$ cat src/rtl/stream_packet_parser_if.sv
// Interface bundling the serial input and the parsed-output strobes of
// stream_packet_parser.
//   input_bit / is_new_input_bit : qualified serial bit stream (MSB first)
//   command / command_valid      : captured command field and its 1-cycle strobe
//   length                       : payload length (words) of current/last packet
//   data_out / data_valid        : assembled payload word and its 1-cycle strobe
//   packet_done                  : 1-cycle strobe at the end of each packet
//   busy                         : high whenever the parser is not hunting
// master: the bit source / output consumer; slave: the parser itself.
interface stream_packet_parser_if #(
  parameter int unsigned COMMAND_WIDTH = 16,
  parameter int unsigned LENGTH_WIDTH  = 16,
  parameter int unsigned DATA_WIDTH    = 8
);
  logic                     input_bit;
  logic                     is_new_input_bit;
  logic [COMMAND_WIDTH-1:0] command;
  logic                     command_valid;
  logic [LENGTH_WIDTH-1:0]  length;
  logic [DATA_WIDTH-1:0]    data_out;
  logic                     data_valid;
  logic                     packet_done;
  logic                     busy;

  modport master (
    output input_bit, is_new_input_bit,
    input  command, command_valid, length, data_out, data_valid, packet_done, busy
  );

  modport slave (
    input  input_bit, is_new_input_bit,
    output command, command_valid, length, data_out, data_valid, packet_done, busy
  );
endinterface

$ cat src/rtl/stream_packet_parser.sv
// Bit-serial packet framer. Hunts for HEADER with a sliding window, then
// captures a command field, a payload length field and that many payload
// words, then returns to hunting.
// Ports:
//   clk : clock
//   rst : synchronous active-high reset
//   bus : stream_packet_parser_if slave (serial input, parsed outputs)
module stream_packet_parser #(
  parameter int unsigned              HEADER_WIDTH  = 16,
  parameter logic [HEADER_WIDTH-1:0]  HEADER        = 16'hBACD,
  parameter int unsigned              COMMAND_WIDTH = 16,
  parameter int unsigned              LENGTH_WIDTH  = 16,
  parameter int unsigned              DATA_WIDTH    = 8
) (
  input logic                  clk,
  input logic                  rst,
  stream_packet_parser_if.slave bus
);

  localparam int unsigned CmdLenMax = (COMMAND_WIDTH > LENGTH_WIDTH) ? COMMAND_WIDTH
                                                                     : LENGTH_WIDTH;
  localparam int unsigned AsmWidth  = (CmdLenMax > DATA_WIDTH) ? CmdLenMax : DATA_WIDTH;
  localparam int unsigned CntWidth  = $clog2(AsmWidth + 1);
  localparam int unsigned FillWidth = $clog2(HEADER_WIDTH + 1);

  localparam logic [1:0] StHunt    = 2'd0;
  localparam logic [1:0] StCommand = 2'd1;
  localparam logic [1:0] StLength  = 2'd2;
  localparam logic [1:0] StPayload = 2'd3;

  logic [1:0]               state_q, state_d;
  // The window keeps only the HEADER_WIDTH-1 most recent bits; the incoming
  // bit completes the HEADER_WIDTH-bit comparison.
  logic [HEADER_WIDTH-2:0]  window_q, window_d;
  logic [HEADER_WIDTH-1:0]  window_next;
  logic [FillWidth-1:0]     fill_q, fill_d;
  logic [CntWidth-1:0]      bit_cnt_q, bit_cnt_d;
  logic [LENGTH_WIDTH-1:0]  word_cnt_q, word_cnt_d;
  // Shared field assembler; same trick as the window, the incoming bit is the LSB.
  logic [AsmWidth-2:0]      asm_q, asm_d;
  logic [AsmWidth-1:0]      asm_next;

  logic [COMMAND_WIDTH-1:0] command_q, command_d;
  logic                     command_valid_q, command_valid_d;
  logic [LENGTH_WIDTH-1:0]  length_q, length_d;
  logic [DATA_WIDTH-1:0]    data_q, data_d;
  logic                     data_valid_q, data_valid_d;
  logic                     packet_done_q, packet_done_d;

  always_comb begin
    window_next     = {window_q, bus.input_bit};
    asm_next        = {asm_q, bus.input_bit};

    state_d         = state_q;
    window_d        = window_q;
    fill_d          = fill_q;
    bit_cnt_d       = bit_cnt_q;
    word_cnt_d      = word_cnt_q;
    asm_d           = asm_q;
    command_d       = command_q;
    length_d        = length_q;
    data_d          = data_q;
    command_valid_d = 1'b0;
    data_valid_d    = 1'b0;
    packet_done_d   = 1'b0;

    if (bus.is_new_input_bit) begin
      case (state_q)
        StHunt: begin
          // fill_q counts bits already held; the current bit makes it full.
          if ((fill_q >= FillWidth'(HEADER_WIDTH - 1)) && (window_next == HEADER)) begin
            state_d   = StCommand;
            bit_cnt_d = '0;
            // Window and fill only change in hunt, so clearing them here means
            // every return to hunt starts from an empty window.
            window_d  = '0;
            fill_d    = '0;
          end else begin
            window_d = window_next[HEADER_WIDTH-2:0];
            if (fill_q != FillWidth'(HEADER_WIDTH)) begin
              fill_d = fill_q + FillWidth'(1);
            end
          end
        end

        StCommand: begin
          asm_d     = asm_next[AsmWidth-2:0];
          bit_cnt_d = bit_cnt_q + CntWidth'(1);
          if (bit_cnt_q == CntWidth'(COMMAND_WIDTH - 1)) begin
            command_d       = asm_next[COMMAND_WIDTH-1:0];
            command_valid_d = 1'b1;
            bit_cnt_d       = '0;
            state_d         = StLength;
          end
        end

        StLength: begin
          asm_d     = asm_next[AsmWidth-2:0];
          bit_cnt_d = bit_cnt_q + CntWidth'(1);
          if (bit_cnt_q == CntWidth'(LENGTH_WIDTH - 1)) begin
            length_d  = asm_next[LENGTH_WIDTH-1:0];
            bit_cnt_d = '0;
            if (asm_next[LENGTH_WIDTH-1:0] == '0) begin
              packet_done_d = 1'b1;
              state_d       = StHunt;
            end else begin
              word_cnt_d = '0;
              state_d    = StPayload;
            end
          end
        end

        StPayload: begin
          asm_d     = asm_next[AsmWidth-2:0];
          bit_cnt_d = bit_cnt_q + CntWidth'(1);
          if (bit_cnt_q == CntWidth'(DATA_WIDTH - 1)) begin
            data_d       = asm_next[DATA_WIDTH-1:0];
            data_valid_d = 1'b1;
            bit_cnt_d    = '0;
            word_cnt_d   = word_cnt_q + LENGTH_WIDTH'(1);
            // length_q is nonzero here, so length_q - 1 never wraps.
            if (word_cnt_q == (length_q - LENGTH_WIDTH'(1))) begin
              packet_done_d = 1'b1;
              state_d       = StHunt;
            end
          end
        end

        default: state_d = StHunt;
      endcase
    end
  end

  always_ff @(posedge clk) begin
    if (rst) begin
      state_q         <= StHunt;
      window_q        <= '0;
      fill_q          <= '0;
      bit_cnt_q       <= '0;
      word_cnt_q      <= '0;
      asm_q           <= '0;
      command_q       <= '0;
      command_valid_q <= 1'b0;
      length_q        <= '0;
      data_q          <= '0;
      data_valid_q    <= 1'b0;
      packet_done_q   <= 1'b0;
    end else begin
      state_q         <= state_d;
      window_q        <= window_d;
      fill_q          <= fill_d;
      bit_cnt_q       <= bit_cnt_d;
      word_cnt_q      <= word_cnt_d;
      asm_q           <= asm_d;
      command_q       <= command_d;
      command_valid_q <= command_valid_d;
      length_q        <= length_d;
      data_q          <= data_d;
      data_valid_q    <= data_valid_d;
      packet_done_q   <= packet_done_d;
    end
  end

  assign bus.command       = command_q;
  assign bus.command_valid = command_valid_q;
  assign bus.length        = length_q;
  assign bus.data_out      = data_q;
  assign bus.data_valid    = data_valid_q;
  assign bus.packet_done   = packet_done_q;
  assign bus.busy          = (state_q != StHunt);

endmodule

$ cat src/flat_wrapper.sv
// flat-port wrapper written by rule: the top's interface ports become plain ports
module stream_packet_parser_flat 
#(
  parameter int unsigned              HEADER_WIDTH  = 16,
  parameter logic [HEADER_WIDTH-1:0]  HEADER        = 16'hBACD,
  parameter int unsigned              COMMAND_WIDTH = 16,
  parameter int unsigned              LENGTH_WIDTH  = 16,
  parameter int unsigned              DATA_WIDTH    = 8
)
  (clk, rst, bus_input_bit, bus_is_new_input_bit, bus_command, bus_command_valid, bus_length, bus_data_out, bus_data_valid, bus_packet_done, bus_busy);
  stream_packet_parser_if #(.COMMAND_WIDTH(COMMAND_WIDTH), .LENGTH_WIDTH(LENGTH_WIDTH), .DATA_WIDTH(DATA_WIDTH)) bus_i ();
  input logic clk;
  input logic rst;
  input wire logic [$bits(bus_i.input_bit)-1:0] bus_input_bit;
  input wire logic [$bits(bus_i.is_new_input_bit)-1:0] bus_is_new_input_bit;
  output wire logic [$bits(bus_i.command)-1:0] bus_command;
  output wire logic [$bits(bus_i.command_valid)-1:0] bus_command_valid;
  output wire logic [$bits(bus_i.length)-1:0] bus_length;
  output wire logic [$bits(bus_i.data_out)-1:0] bus_data_out;
  output wire logic [$bits(bus_i.data_valid)-1:0] bus_data_valid;
  output wire logic [$bits(bus_i.packet_done)-1:0] bus_packet_done;
  output wire logic [$bits(bus_i.busy)-1:0] bus_busy;
  assign bus_i.input_bit = bus_input_bit;
  assign bus_i.is_new_input_bit = bus_is_new_input_bit;
  assign bus_command = bus_i.command;
  assign bus_command_valid = bus_i.command_valid;
  assign bus_length = bus_i.length;
  assign bus_data_out = bus_i.data_out;
  assign bus_data_valid = bus_i.data_valid;
  assign bus_packet_done = bus_i.packet_done;
  assign bus_busy = bus_i.busy;
  stream_packet_parser #(.HEADER_WIDTH(HEADER_WIDTH), .HEADER(HEADER), .COMMAND_WIDTH(COMMAND_WIDTH), .LENGTH_WIDTH(LENGTH_WIDTH), .DATA_WIDTH(DATA_WIDTH)) u_core (.clk(clk), .rst(rst), .bus(bus_i));
endmodule
$ cat config.mk
export PLATFORM = sky130hd
export DESIGN_NAME = stream_packet_parser_flat
export DESIGN_NICKNAME = d
export VERILOG_FILES = /design/src/rtl/stream_packet_parser_if.sv /design/src/rtl/stream_packet_parser.sv /design/src/flat_wrapper.sv
export SDC_FILE = /design/constraint.sdc
export NUM_CORES = 1
export LEC_CHECK = 0
export ABC_CLOCK_PERIOD_IN_PS = 2700
export CORE_ASPECT_RATIO = 1.4
export CORE_UTILIZATION = 45
export CTS_BUF_LIST = sky130_fd_sc_hd__clkbuf_4
export DETAILED_ROUTE_END_ITERATION = 8
export PLACE_DENSITY = 0.68
export SLEW_MARGIN = 5
export SYNTH_ARGS = -nofsm -noshare
export SYNTH_HDL_FRONTEND = slang
export SYNTH_SLANG_ARGS = --single-unit
$ cat constraint.sdc
create_clock -name clk -period 2.7 [get_ports clk]
set_clock_uncertainty 0.05 [all_clocks]
set_input_delay 0.54 -clock clk [delete_from_list [all_inputs] [get_ports clk]]
set_output_delay 0.54 -clock clk [all_outputs]
set_load 0.01 [all_outputs]
# --- After elaboration in Yosys (flattened, before gate mapping) ---
# Cells that the tools add are included.
word_totals:
  ff_bits: 101
  input_bits: 4
  output_inout_bits: 44
  word_cells: 79
classes:
  n_addsub: 4
  order_cmp: 1
  n_eq_ne: 14
  muxes: 25
  bitwise: 3
  reduce_logical: 20
ops:
  columns: ["operator", "n"]
  rows:
  - ["16-bit 2-to-1 mux", 3]
  - ["16-bit case mux with 2 select lines", 1]
  - ["5-bit 2-to-1 mux", 5]
  - ["16-bit by 1-bit adder with 16-bit output (second input constant)", 1]
  - ["16-bit == test", 1]
  - ["16-bit == test (second input constant)", 1]
  - ["16-bit zero test", 1]
  - ["16-bit by 1-bit subtractor with 16-bit output (second input constant)", 1]
  - ["15-bit 2-to-1 mux", 1]
  - ["5-bit case mux with 3 select lines", 1]
  - ["2-bit 2-to-1 mux", 6]
  - ["3-bit AND reduction", 4]
  - ["5-bit by 1-bit adder with 5-bit output (second input constant)", 2]
  - ["2-bit by 1-bit != test with 1-bit output (second input constant)", 5]
  - ["3-bit OR reduction", 3]
  - ["2-bit case mux with 4 select lines", 1]
  - ["1-bit 2-to-1 mux", 6]
  - ["2-bit AND reduction", 3]
  - ["6-bit AND reduction", 1]
  - ["2-bit nonzero test", 3]
  - ["5-bit by 3-bit == test with 1-bit output (second input constant)", 1]
  - ["5-bit by 4-bit == test with 1-bit output (second input constant)", 1]
  - ["5-bit by 4-bit greater-or-equal comparator with 1-bit output (second input constant)", 1]
  - ["5-bit != test (second input constant)", 1]
  - ["9 further kinds", 13]

# --- Logic depth before layout (Yosys ltp) ---
logic_depth:
  depth_word: 5
  depth_mapped: 11
  ltp_nobuf: 10

# --- Worst setup path before layout ---
# OpenSTA, ideal clock, no wires.
synth_timing:
  path_type: "flip-flop to flip-flop"
  start: "register u_core.length_q[3] (netlist: u_core.bus.length[3])"
  end: "register u_core.packet_done_q (netlist: u_core.bus.packet_done)"
  setup_ns: 0.073
  t_arrival_ns: 2.468
  required_time_ns: 2.577
  path_slack_ns: 0.108
  path_stages_with_launch: 10
  n_path_buf: 2
  period_less_slack_ns: 2.592
  path_cell_list: "dfxtp_1 buf_6 or4_4 buf_6 nor3_1 mux2_2 o21ai_0 nand4_2 o32a_1 nor3_2"
synth_via:
  elab_chain_len: 5
synth_rtl:
  columns: ["element", "line", "source"]
  rows:
  - ["start: declaration", "stream_packet_parser.sv:45", "logic [LENGTH_WIDTH-1:0] length_q, length_d;"]
  - ["start signal: assignment", "stream_packet_parser.sv:157", "length_q <= length_d;"]
  - ["16-bit by 1-bit subtractor with 16-bit output", "stream_packet_parser.sv:122", "if (word_cnt_q == (length_q - LENGTH_WIDTH'(1))) begin"]
  - ["16-bit == test", "stream_packet_parser.sv:122", null]
  - ["1-bit 2-to-1 mux", "stream_packet_parser.sv:122", null]
  - ["1-bit 2-to-1 mux", "stream_packet_parser.sv:116", "if (bit_cnt_q == CntWidth'(DATA_WIDTH - 1)) begin"]
  - ["1-bit case mux with 2 select lines", "stream_packet_parser.sv:68", "case (state_q)"]
  - ["end signal: assignment", "stream_packet_parser.sv:160", "packet_done_q <= packet_done_d;"]
  - ["end: declaration", "stream_packet_parser.sv:48", "logic packet_done_q, packet_done_d;"]
# No other way between the ends.
# A chain may end at the register's enable or synchronous reset.

# --- Final worst setup path ---
layout_timing:
  start: "register u_core.length_q[3] (netlist: u_core.bus.length[3])"
  end: "register u_core.state_q[0]"
layout_via:
  elab_chain_len: 4
layout_rtl:
  columns: ["element", "line", "source"]
  rows:
  - ["16-bit by 1-bit subtractor with 16-bit output", "stream_packet_parser.sv:122", null]
  - ["16-bit == test", "stream_packet_parser.sv:122", null]
  - ["2-bit by 1-bit != test with 1-bit output (no source line)", null, null]
  - ["6-bit AND reduction (no source line)", null, null]
  - ["end signal: assignment", "stream_packet_parser.sv:136", "state_q <= StHunt;"]
  - ["end signal: assignment", "stream_packet_parser.sv:149", "state_q <= state_d;"]
  - ["end: declaration", "stream_packet_parser.sv:31", "logic [1:0] state_q, state_d;"]
# No other way between the ends.

==> impl_results.md <==
* Post-DP Area at around 5500 µm²
* Top-area cell type share of the netlist area at approximately 42%
* Final Cell Area at 5603 µm²
* Outcome: complete, no violations
* Bufs and invs on worst path at 0
* Global Route met1 Usage at ~25%
* Leakage power at slightly above 2 nW
* Hold Buf Count CTS at 0
* Critical path's slowest cell: or4_4
* Setup slack after placement at -0.03196 ns
* Critical path launch point type: register
* Vias at about 4,200
* Gates resized, CTS repair at 0
* M3 GR Usage at between 3 and 4%
* Worst-Margin Slew at 0.5779 ns
* Delay-heaviest family, CP: simple AND/OR/NAND/NOR gates
* Initial antenna violation count at 0
* Largest family of logic cells by synthesized area: simple AND/OR/NAND/NOR gates
* Share of post-route cells with drive strength above 1 at around 8.6%
* Num CTS Buffers at 9
* Setup bufs post-CTS at 0
* DRC at 0
* DRT iter0 DRCs at roughly 230
* Post-DRT Antenna Nets at 0
* Sequential area share after synthesis at between 40% and 50%
* Vias per cell at between 5 and 6
* XOR/XNOR Fraction of Synth Area at under 10%
* Slew Viols, Final at 0
* Min cycle time layout at 2.560 ns
* Crit-path cells: or4_4 -> nor4_4 -> xor2_1 -> o221a_2 -> o21a_4 -> o31ai_4 -> mux2i_1
* Met2 usage at 37.79%
* Crit Path Class: reg -> reg
* Die X at 89.07 µm
* Total track usage at a little over a fifth
* Gate Count Post-Synth at roughly 600
* CTS Buffer Depth at 2
* Worst-path clk slew at ~0.17 ns
* HP Class: reg -> reg
* Arrival @ worst endpoint at approximately 2.9 ns
* Avg Inst Size Synth at 8.027 µm²
* Synth Area in Simple Gates at between 20% and 30%
* Most frequent cells in the layout: nand2_1, dfxtp_1, a21oi_1
* Chip height at 123.9 µm
* GR Overflow Total at 0
* Mux contribution to synthesized area at roughly 2.8%
* Root buffer cell: clkbuf_4
* Cell area power density at between 400 and 500 nW/µm²
* First-pass GRT wire length at approximately 18 mm
* Vias in the first global route at between 3,000 and 4,000
* Antenna diode count at 0
* Nets at 659
* EDFF count, synth at 0
* Core Region at ~10,000 µm²
* Commonest non-fill, non-tap cell in the layout: nand2_1
* H-tree levels at 3
* Yosys reg bits at a little over 100
* R2R Setup Slk at roughly 0.14 ns
* Crit-path max cell delay at 0.61 ns
* Final Worst Setup Slack at around 0.14 ns
* RSZ-0062 raised after global routing: no
* Syn Nets at between 600 and 700
* Area contributors post-synth: dfxtp_1, nand2_1, a21oi_1
* CP Max Fanout at 8
* GR peak layer: met2
* Port Buffers at 47
* Core Rows at between 40 and 50
* GPL Wtd Cong at between 0.8 and 0.9
* Routed WL at ~11 mm
* Worst skew pair latency at 0.46 ns
* Detailed Place HPWL at between 8 and 9 mm
* Hold Violations, Final at 0
* Final setup vio count at 0
* Worst vdd ir at about 260 µV
* Clock sink total at 101
* Max-Cap Viols at 0
* Tcrit/Tclk final at between 90% and 100%
* Asr flop ratio synth at 0%
* Router iterations before antenna repair at 5
* DR WL/cell at 14.23 µm
* Synth Cell Area at between 4000 and 5000 µm²
* Ys flop type: dfxtp_1
* Number of distinct library cells after synthesis at 62
* Worst Path Required at 3.03 ns
* Max-slew headroom at 61.47%
* Largest net degree at the start of global routing at 67
* Post-synthesis compound-gate area fraction at between 10% and 20%
* Area leader, netlist: dfxtp_1
* Die Area at 11,030 µm²
* CTS tree: yes
* PnR Total Power at between 2 and 2.5 mW
* Post-layout util at 54.13%
* IO Pins at 48
* FMAX at 0.3906 GHz
* Yosys warnings at 0
* Synthesized-area fraction occupied by adder cells at around 3.1%
* Critical Path End Type: register
* Initial Util at between 40 and 50%
* Area Overhead vs Synth at 17.32%
* Min Hold Slack at roughly 0.42 ns
==> cell usage after synthesis (3+ instances only) <==
library cell  instances
nor4_1                9
ha_1                 12
nor4b_1               3
nand2_1             136
xnor2_1              19
o31ai_1               4
and3_1                7
mux2i_1              11
or3_1                 8
nor4bb_1              3
inv_1                17
nand4_1               5
a21oi_1              73
nor3_1                5
xor2_1                8
nand2b_1              5
clkbuf_1             23
dfxtp_1             101
nand4b_1              4
nor2b_1               6
and2_1                3
nand3_1              20
or4_1                 3
nor2_1               44
o21ai_0              14
buf_1                 5
==> layer usage <==
layer	share of wire (%)	wire, µm
met3	3.3	365
met1	43	4767
met4	1.9	218
met5	0	0
met2	52	5831
==> final cells by class <==
cell class | instances | area (µm²)
well taps | 138 | 172.7
inverters | 17 | 63.81
fillers | 1020 | 4747
clock buffers | 9 | 67.56
flip-flops and latches | 101 | 2022
clock inverters | 7 | 72.57
multi-input cells | 445 | 2561
repair buffers | 69 | 643.1
==> final timing paths <==
| kind | start | cells after the start | end |
|---|---|---|---|
| worst max-delay path | u_core.bus.length[3] | 7 | u_core.state_q[0] |
| worst min-delay path | u_core.bus.command[7] | 2 | u_core.bus.command[7] |
| worst max register to register | u_core.bus.length[3] | 7 | u_core.state_q[0] |
| worst min register to register | u_core.bus.command[7] | 2 | u_core.bus.command[7] |
==> cells by family after synthesis <==
| group | after synthesis |
|---|---|
| simple gates | 279 |
| compound gates | 114 |
| flops | 101 |
| buf+inv | 49 |
| xor+xnor | 27 |
| mux | 13 |
| fa+ha+maj | 12 |
==> metrics by stage <==
| step | TNS (ns) | std cells |
|---|---|---|
| 2_1_floorplan | 0 | 595 |
| 3_3_place_gp | 0 | 770 |
| 3_5_place_dp | -0.06068 | 770 |
| 4_1_cts | 0 | 786 |
| 5_1_grt | 0 | 786 |
| 6_report | 0 | 786 |
==> registers in the layout, indices dropped and copies added (netlist names) <==
register	flops
u_core.bus.packet_done	1
u_core.word_cnt_q	16
u_core.bus.length	16
u_core.fill_q	5
u_core.bus.command	16
u_core.bus.command_valid	1
u_core.window_q	15
u_core.bus.data_valid	1
u_core.state_q	2
u_core.bus.data_out	8
u_core.bit_cnt_q	5
u_core.asm_q	15
==> worst min-delay path, stage by stage, from the launching register on <==
cell and delay [ns]:
dfxtp_1 0.35, nand2_1 0.05, a21oi_1 0.05
==> power breakdown <==
part	switching [mW]	internal [mW]	total, mW
logic	0.0457	0.0212	0.0669
registers	0.00342	1.50	1.50
clock network	0.515	0.288	0.804
total	0.564	1.80	2.37
(Power assumes the default switching activity.)
